### src/rtl/fir_param_engine_if.sv
// Control and sample-RAM signals of the FIR engine. The master side is the
// register block plus RAM; the slave side is the engine.
interface fir_param_engine_if #(
    parameter int DATA_W = 8,
    parameter int COEF_W = 8,
    parameter int TAPS   = 5,
    parameter int ADDR_W = 10
);
    localparam int IDX_W = $clog2(TAPS);

    logic                     start;
    logic [ADDR_W-1:0]        input_addr;
    logic [ADDR_W-1:0]        output_addr;
    logic [ADDR_W-1:0]        sample_count;
    logic                     coef_we;
    logic [IDX_W-1:0]         coef_idx;
    logic signed [COEF_W-1:0] coef_data;
    logic                     busy;
    logic                     done;
    logic                     sat_flag;
    logic [ADDR_W-1:0]        mem_addr_a;
    logic signed [DATA_W-1:0] mem_data_out_a;
    logic [ADDR_W-1:0]        mem_addr_b;
    logic signed [DATA_W-1:0] mem_data_in_b;
    logic                     mem_we_b;

    modport master (
        output start, input_addr, output_addr, sample_count,
        output coef_we, coef_idx, coef_data,
        input  busy, done, sat_flag,
        input  mem_addr_a, output mem_data_out_a,
        input  mem_addr_b, mem_data_in_b, mem_we_b
    );

    modport slave (
        input  start, input_addr, output_addr, sample_count,
        input  coef_we, coef_idx, coef_data,
        output busy, done, sat_flag,
        output mem_addr_a, input mem_data_out_a,
        output mem_addr_b, mem_data_in_b, mem_we_b
    );
endinterface

### src/rtl/fir_param_engine.sv
// Memory-to-memory FIR engine: streams N samples from RAM port A through a
// TAPS-deep filter, rounds/saturates and writes results through port B.
//
// state | meaning
// IDLE  | waiting for start; coefficients writable
// READ  | one sample read issued per cycle, n = 0..N-1
// DRAIN | reads finished, pipeline emptying into writes
// DONE  | single cycle after the last write; done rises next cycle
module fir_param_engine #(
    parameter int DATA_W = 8,
    parameter int COEF_W = 8,
    parameter int TAPS   = 5,
    parameter int ADDR_W = 10,
    parameter int SHIFT  = 3
) (
    input logic               clk,
    input logic               rst_n,
    fir_param_engine_if.slave bus
);
    localparam int IDX_W  = $clog2(TAPS);
    localparam int PROD_W = DATA_W + COEF_W;
    localparam int ACC_W  = DATA_W + COEF_W + $clog2(TAPS);
    // One spare bit so the rounding constant can never wrap the sum.
    localparam int RND_W  = ACC_W + 1;
    localparam logic signed [RND_W-1:0] RND_ADD =
        (SHIFT > 0) ? (RND_W'(1) << ((SHIFT > 0) ? SHIFT - 1 : 0)) : '0;
    localparam logic signed [RND_W-1:0] SAT_MAX = RND_W'((longint'(1) << (DATA_W - 1)) - 1);
    localparam logic signed [RND_W-1:0] SAT_MIN = ~SAT_MAX;

    typedef enum logic [1:0] {IDLE, READ, DRAIN, DONE} state_t;

    state_t                   state_q;
    logic [ADDR_W-1:0]        cnt_q, rd_cnt_q, rd_addr_q, wr_addr_q, mem_addr_b_q;
    logic                     busy_q, done_q, sat_q, we_q, wr_last_q;
    logic signed [DATA_W-1:0] wdata_q;
    logic [3:0]               vld_q, lst_q;

    logic signed [DATA_W-1:0] dline_q [TAPS];
    logic signed [COEF_W-1:0] coef_q  [TAPS];
    logic signed [PROD_W-1:0] prod_q  [TAPS];
    logic signed [ACC_W-1:0]  acc_q, acc_d;
    logic signed [RND_W-1:0]  rnd_d;
    logic signed [DATA_W-1:0] quant_d;
    logic                     clip_d;

    logic start_ok, rd_last;
    assign start_ok = (state_q == IDLE) && bus.start;
    assign rd_last  = (rd_cnt_q == cnt_q - 1'b1);

    always_comb begin
        acc_d = '0;
        for (int k = 0; k < TAPS; k++) acc_d = acc_d + ACC_W'(prod_q[k]);
    end

    always_comb begin
        rnd_d   = (RND_W'(acc_q) + RND_ADD) >>> SHIFT;
        quant_d = rnd_d[DATA_W-1:0];
        clip_d  = 1'b0;
        if (rnd_d > SAT_MAX) begin
            quant_d = SAT_MAX[DATA_W-1:0];
            clip_d  = 1'b1;
        end else if (rnd_d < SAT_MIN) begin
            quant_d = SAT_MIN[DATA_W-1:0];
            clip_d  = 1'b1;
        end
    end

    always_ff @(posedge clk or negedge rst_n) begin
        if (!rst_n) begin
            for (int k = 0; k < TAPS; k++) coef_q[k] <= '0;
        end else if (bus.coef_we && !busy_q) begin
            for (int k = 0; k < TAPS; k++)
                if (bus.coef_idx == IDX_W'(k)) coef_q[k] <= bus.coef_data;
        end
    end

    always_ff @(posedge clk or negedge rst_n) begin
        if (!rst_n) begin
            for (int k = 0; k < TAPS; k++) begin
                dline_q[k] <= '0;
                prod_q[k]  <= '0;
            end
            acc_q <= '0;
        end else begin
            if (start_ok) begin
                for (int k = 0; k < TAPS; k++) dline_q[k] <= '0;
            end else if (vld_q[0]) begin
                dline_q[0] <= bus.mem_data_out_a;
                for (int k = 1; k < TAPS; k++) dline_q[k] <= dline_q[k-1];
            end
            for (int k = 0; k < TAPS; k++)
                prod_q[k] <= PROD_W'(dline_q[k]) * PROD_W'(coef_q[k]);
            acc_q <= acc_d;
        end
    end

    always_ff @(posedge clk or negedge rst_n) begin
        if (!rst_n) begin
            state_q      <= IDLE;
            cnt_q        <= '0;
            rd_cnt_q     <= '0;
            rd_addr_q    <= '0;
            wr_addr_q    <= '0;
            mem_addr_b_q <= '0;
            wdata_q      <= '0;
            we_q         <= 1'b0;
            wr_last_q    <= 1'b0;
            busy_q       <= 1'b0;
            done_q       <= 1'b0;
            sat_q        <= 1'b0;
            vld_q        <= '0;
            lst_q        <= '0;
        end else begin
            // vld/lst track each read through data, window, product and sum stages.
            vld_q     <= {vld_q[2:0], state_q == READ};
            lst_q     <= {lst_q[2:0], (state_q == READ) && rd_last};
            we_q      <= vld_q[3];
            wr_last_q <= lst_q[3];
            if (vld_q[3]) begin
                mem_addr_b_q <= wr_addr_q;
                wr_addr_q    <= wr_addr_q + 1'b1;
                wdata_q      <= quant_d;
                if (clip_d) sat_q <= 1'b1;
            end else begin
                mem_addr_b_q <= '0;
                wdata_q      <= '0;
            end

            case (state_q)
                IDLE: begin
                    if (bus.start) begin
                        cnt_q     <= bus.sample_count;
                        rd_cnt_q  <= '0;
                        wr_addr_q <= bus.output_addr;
                        busy_q    <= 1'b1;
                        done_q    <= 1'b0;
                        sat_q     <= 1'b0;
                        if (bus.sample_count == '0) begin
                            state_q <= DONE;
                        end else begin
                            state_q   <= READ;
                            rd_addr_q <= bus.input_addr;
                        end
                    end
                end
                READ: begin
                    if (rd_last) begin
                        state_q   <= DRAIN;
                        rd_addr_q <= '0;
                    end else begin
                        rd_addr_q <= rd_addr_q + 1'b1;
                        rd_cnt_q  <= rd_cnt_q + 1'b1;
                    end
                end
                DRAIN: begin
                    if (we_q && wr_last_q) state_q <= DONE;
                end
                DONE: begin
                    busy_q  <= 1'b0;
                    done_q  <= 1'b1;
                    state_q <= IDLE;
                end
                default: state_q <= IDLE;
            endcase
        end
    end

    assign bus.busy          = busy_q;
    assign bus.done          = done_q;
    assign bus.sat_flag      = sat_q;
    assign bus.mem_addr_a    = rd_addr_q;
    assign bus.mem_addr_b    = mem_addr_b_q;
    assign bus.mem_data_in_b = wdata_q;
    assign bus.mem_we_b      = we_q;
endmodule

### src/flat_wrapper.sv
// flat-port wrapper written by rule: the top's interface ports become plain ports
module fir_param_engine_flat 
#(
    parameter int DATA_W = 8,
    parameter int COEF_W = 8,
    parameter int TAPS   = 5,
    parameter int ADDR_W = 10,
    parameter int SHIFT  = 3
)
  (clk, rst_n, bus_start, bus_input_addr, bus_output_addr, bus_sample_count, bus_coef_we, bus_coef_idx, bus_coef_data, bus_busy, bus_done, bus_sat_flag, bus_mem_addr_a, bus_mem_data_out_a, bus_mem_addr_b, bus_mem_data_in_b, bus_mem_we_b);
  fir_param_engine_if #(.DATA_W(DATA_W), .COEF_W(COEF_W), .TAPS(TAPS), .ADDR_W(ADDR_W)) bus_i ();
  input logic clk;
  input logic rst_n;
  input wire logic [$bits(bus_i.start)-1:0] bus_start;
  input wire logic [$bits(bus_i.input_addr)-1:0] bus_input_addr;
  input wire logic [$bits(bus_i.output_addr)-1:0] bus_output_addr;
  input wire logic [$bits(bus_i.sample_count)-1:0] bus_sample_count;
  input wire logic [$bits(bus_i.coef_we)-1:0] bus_coef_we;
  input wire logic [$bits(bus_i.coef_idx)-1:0] bus_coef_idx;
  input wire logic [$bits(bus_i.coef_data)-1:0] bus_coef_data;
  output wire logic [$bits(bus_i.busy)-1:0] bus_busy;
  output wire logic [$bits(bus_i.done)-1:0] bus_done;
  output wire logic [$bits(bus_i.sat_flag)-1:0] bus_sat_flag;
  output wire logic [$bits(bus_i.mem_addr_a)-1:0] bus_mem_addr_a;
  input wire logic [$bits(bus_i.mem_data_out_a)-1:0] bus_mem_data_out_a;
  output wire logic [$bits(bus_i.mem_addr_b)-1:0] bus_mem_addr_b;
  output wire logic [$bits(bus_i.mem_data_in_b)-1:0] bus_mem_data_in_b;
  output wire logic [$bits(bus_i.mem_we_b)-1:0] bus_mem_we_b;
  assign bus_i.start = bus_start;
  assign bus_i.input_addr = bus_input_addr;
  assign bus_i.output_addr = bus_output_addr;
  assign bus_i.sample_count = bus_sample_count;
  assign bus_i.coef_we = bus_coef_we;
  assign bus_i.coef_idx = bus_coef_idx;
  assign bus_i.coef_data = bus_coef_data;
  assign bus_busy = bus_i.busy;
  assign bus_done = bus_i.done;
  assign bus_sat_flag = bus_i.sat_flag;
  assign bus_mem_addr_a = bus_i.mem_addr_a;
  assign bus_i.mem_data_out_a = bus_mem_data_out_a;
  assign bus_mem_addr_b = bus_i.mem_addr_b;
  assign bus_mem_data_in_b = bus_i.mem_data_in_b;
  assign bus_mem_we_b = bus_i.mem_we_b;
  fir_param_engine #(.DATA_W(DATA_W), .COEF_W(COEF_W), .TAPS(TAPS), .ADDR_W(ADDR_W), .SHIFT(SHIFT)) u_core (.clk(clk), .rst_n(rst_n), .bus(bus_i));
endmodule
### config.mk
export PLATFORM = sky130hd
export DESIGN_NAME = fir_param_engine_flat
export DESIGN_NICKNAME = d
export VERILOG_FILES = /design/src/rtl/fir_param_engine_if.sv /design/src/rtl/fir_param_engine.sv /design/src/flat_wrapper.sv
export SDC_FILE = /design/constraint.sdc
export NUM_CORES = 1
export LEC_CHECK = 0
export ABC_AREA = 1
export BUFFER_PORTS_ARGS = -buffer_cell sky130_fd_sc_hd__buf_4
export CAP_MARGIN = 20
export CORE_MARGIN = 5
export CORE_UTILIZATION = 65
export CTS_CLUSTER_DIAMETER = 60
export CTS_CLUSTER_SIZE = 24
export DETAILED_ROUTE_END_ITERATION = 12
export GPL_TIMING_DRIVEN = 0
export PLACE_DENSITY = 0.9
export SYNTH_ARGS = -nofsm -noshare
export SYNTH_HDL_FRONTEND = slang
export SYNTH_SLANG_ARGS = --single-unit
### constraint.sdc
create_clock -name clk -period 13.13 [get_ports clk]
set_input_delay 0.6565 -clock clk [delete_from_list [all_inputs] [get_ports clk]]
set_output_delay 0.6565 -clock clk [all_outputs]
set_load 0.02 [all_outputs]
==> out/results.txt <==
For this run, design rule violations remaining after detail routing come to 0. Cells with a size suffix above 1 make up 5.03% of the layout. Measured along the y axis, the die boundary spans 204 um. The run gives 19.9 ps as the final worst clock skew. The mean instance size in the synthesized netlist was 8.47 um2.

The detailed router finished its first iteration with 1587 violations. Actual transition at the worst max-transition pin: 783 ps. STA classifies the critical path endpoint as a flop. After detailed routing, the number of vias per cell comes to 5.56. The detailed router placed 19300 vias in this run. The horizontal die dimension works out to 204 um. In this run, post-CTS repair resized a total of 0 instances. Once the floorplan was initialized, standard cells occupied 66.2% of the core. In this run the standard cell core region covers 36800 um2.

The run gives 550 ps as the clock latency at the later pin of the worst-skew pair. The overall overflow remaining after global route was 0. The number of antenna violations at the first check in global routing came out at 0.

Data arrival time at the worst-slack endpoint: 5350 ps. Setup repair after global routing left no endpoint under its margin. The post-route clock period utilization was 37.2%; the wire length of the first global-routing pass was 98200 um. In this run the post-CTS setup repair buffer count came out at 0.

For the number of sinks driven by the clock tree, the log shows 250. Setup violations remaining at the end of the flow were counted as 0. In this run the core area contains 70 standard-cell rows.

The area growth from synthesis to layout is 8.59%. Multiplexer cells account for 0% of the synthesized area. By area, the combinational part of the netlist is dominated by adder cells. For the count of mapped cells out of synthesis, the log shows 2876. In the final design database the tool counted 3537 nets. The run gives 59600 um as the overall routed net length.

The routed design could run at a clock period as short as 4880 ps. Of the synthesized area, sequential elements account for 25.7%. The signal on the critical path passes through inv_1 -> fa_1 -> inv_1 -> ha_1 -> inv_1 -> fa_1 -> nand3b_1 -> nand2_1 -> a21oi_1 -> o21ai_0 -> a21boi_0 -> o21ai_0 -> xnor2_1 -> fa_1 -> inv_1 -> ha_1 -> nand2_1 -> nor2_1 -> inv_1 -> nor3_1 -> nand4_1 -> nand3_1 -> xor2_1. The synthesized netlist devotes 35.2% of its cell area to adder and majority cells. The critical path contains buffers and inverters numbering 5 combined. The number of antenna diodes in the final layout is 0. For this run, the number of Yosys warnings is 0. The quantity of I/O buffers inserted on ports is 84, and the weighted congestion at the end of routability-driven global placement is 0.964. The number of nets with antenna violations after detailed routing was 0; the total of hold buffers inserted after clock tree synthesis was 0. The tools report the kind of launch point of the worst setup path as a flop. The first-pass iteration count of the detailed router came out at 6. The synthesized netlist devotes 5.68% of its cell area to XOR and XNOR gates.

The dominant cell type by count on the critical path is inv_1. Summing the areas of all and, or, nand and nor instances in the mapped netlist gives 13.8% of the synthesized area. The number of max-capacitance violations reported is 0.

Once layout is complete, the utilization of the core stands at 71.9%. In the global route stage, overall resource usage came out at 29.3%. The logs give 0 ps for the final setup TNS and 36 for the count of different cell masters after synthesis.

The run gives 2548 as the number of fill cells. The tree is rooted in a clkbuf_16. Clock-pin slew was measured on the worst setup and hold paths at 80 ps.

The share of async-settable or async-resettable flops after synthesis was 100%. In the layout the commonest cells are inv_1, nand2_1, fa_1. The largest fanout of any net on the critical path is 5, and the number of storage elements in the synthesis netlist is 250.

Measured against its own limit, the worst slew margin works out to 47.8%. For this design the top-level I/O count stands at 85. The H-tree depth reported by CTS is 1, and the wire length per cell is 17.2 um. The largest net degree at the start of global routing was 97. The sum of net half-perimeters after detailed placement came out at 47100 um. Summing the areas of all compound-gate instances in the mapped netlist gives 6.91% of the synthesized area. The count of final hold-check violations came out at 0. The critical path class is reg2reg. The most common library cell in the layout ignoring fill and taps was inv_1.

The required time at the worst-slack endpoint was 13590 ps. The cell area that synthesis handed to floorplanning was 24300 um2. The number of nets handed over by synthesis was 3427. The flow ran to the end, and the final reports show no timing, DRC or antenna violations.

Counting along the longest clock path gives a buffer depth of 3. The most used flip-flop cell after synthesis is dfrtp_1. Top cell family by delay on the critical path: adder cells. The number of flops mapped to enable cells by yosys works out to 0. The die area is 41400 um2, and the maximum single-stage delay on the critical path is 520 ps. The highest clock rate is 0.205 GHz. The number of global-route vias before repair is 20100. Counting the buffers created by CTS gives 22. The count of pins over their slew limit was 0.

TritonCTS built the clock tree. The path class of the tightest hold or removal check is in2async. The slowest stage of the critical path belongs to the cell fa_1.
==> flip-flops by register name (all words and copies together) (netlist names) <==
name,count
u_core.acc_q,17
u_core.bus.busy,1
u_core.bus.done,1
u_core.bus.mem_addr_a,10
u_core.bus.mem_addr_b,10
u_core.bus.mem_data_in_b,8
u_core.bus.mem_we_b,1
u_core.bus.sat_flag,1
u_core.cnt_q,10
u_core.coef_q,40
u_core.dline_q,40
u_core.lst_q,4
u_core.prod_q,80
u_core.rd_cnt_q,10
u_core.state_q,2
u_core.vld_q,4
u_core.wr_addr_q,10
u_core.wr_last_q,1
==> layout make-up <==
| type | instances | area (um2) | area share (%) |
|---|---|---|---|
| well taps | 468 | 586 | 2.21 |
| plain buffers | 111 | 423 | 1.60 |
| clock inverters | 16 | 224 | 0.847 |
| inverters | 715 | 2680 | 10.2 |
| flip-flops and latches | 250 | 6260 | 23.7 |
| clock buffers | 24 | 589 | 2.23 |
| multi-input cells | 1800 | 15000 | 56.7 |
| repair buffers | 86 | 693 | 2.62 |
==> kinds of logic (layout without fill, tap and decap cells) <==
kind of cell / Yosys count / count (layout)
adder cells (fa/ha/maj): 498 / 498
buffers and inverters: 826 / 952
XOR/XNOR: 158 / 158
AO/OA/AOI/OAI: 319 / 319
flip-flops: 250 / 250
AND/OR/NAND/NOR: 825 / 825
==> routing by layer <==
metal  global-route usage, %  up-vias  routed length (um)
met2                    50.5      905               29500
met3                    4.47      194                4780
met4                    13.1        0                2980
met5                       0        -                   0
met1                    36.9     9420               22400
li1                        -     8782                   -
==> path summary, 6_finish.rpt <==
| path | start | endpoint | slack [ps] | cells past startpoint |
|---|---|---|---|---|
| worst max-delay path | u_core.prod_q[49] | u_core.acc_q[18] | 8250 | 23 |
| worst min-delay path | rst_n | u_core.acc_q[15] | 40 | 1 |
| worst max register to register | u_core.prod_q[49] | u_core.acc_q[18] | 8250 | 23 |
| worst min register to register | u_core.lst_q[2] | u_core.lst_q[3] | 360 | 0 |
| max in group asynchronous | rst_n | u_core.coef_q[28] | 12170 | 2 |
| min in group clk | bus_output_addr[0] | u_core.wr_addr_q[0] | 330 | 3 |
==> cell usage after synthesis, drive strengths merged, types with 3 or more instances <==
cell type	n	share of area (%)
a21o	10	0.31
a21oi	146	3.0
buf	3	0.067
clkbuf	108	1.7
dfrtp	250	26
fa	310	25
ha	188	9.7
inv	713	11
nand2	590	9.1
nand3	69	1.5
nand3b	6	0.19
nand4	30	0.77
nor2	104	1.7
nor3	15	0.31
o2111ai	4	0.14
o21ai	145	3.0
o21bai	4	0.12
o31ai	4	0.12
or2	10	0.26
xnor2	65	2.3
xor2	93	3.3
==> metrics by stage <==
step           area [um2]  std cells  setup slack (ps)  hold slack, ps
6_report            26400       3470              8250            39.3
5_1_grt             26400       3470              7840            85.5
4_1_cts             26400       3470              8300            60.0
3_5_place_dp        25600       3430              8290             336
3_3_place_gp        25600       3428              8330             331
2_1_floorplan       24300       2876              9010             331
Power is left out: the tool's default activity adds up to more than one toggle a clock period on the data nets, which glitch-free logic cannot reach.
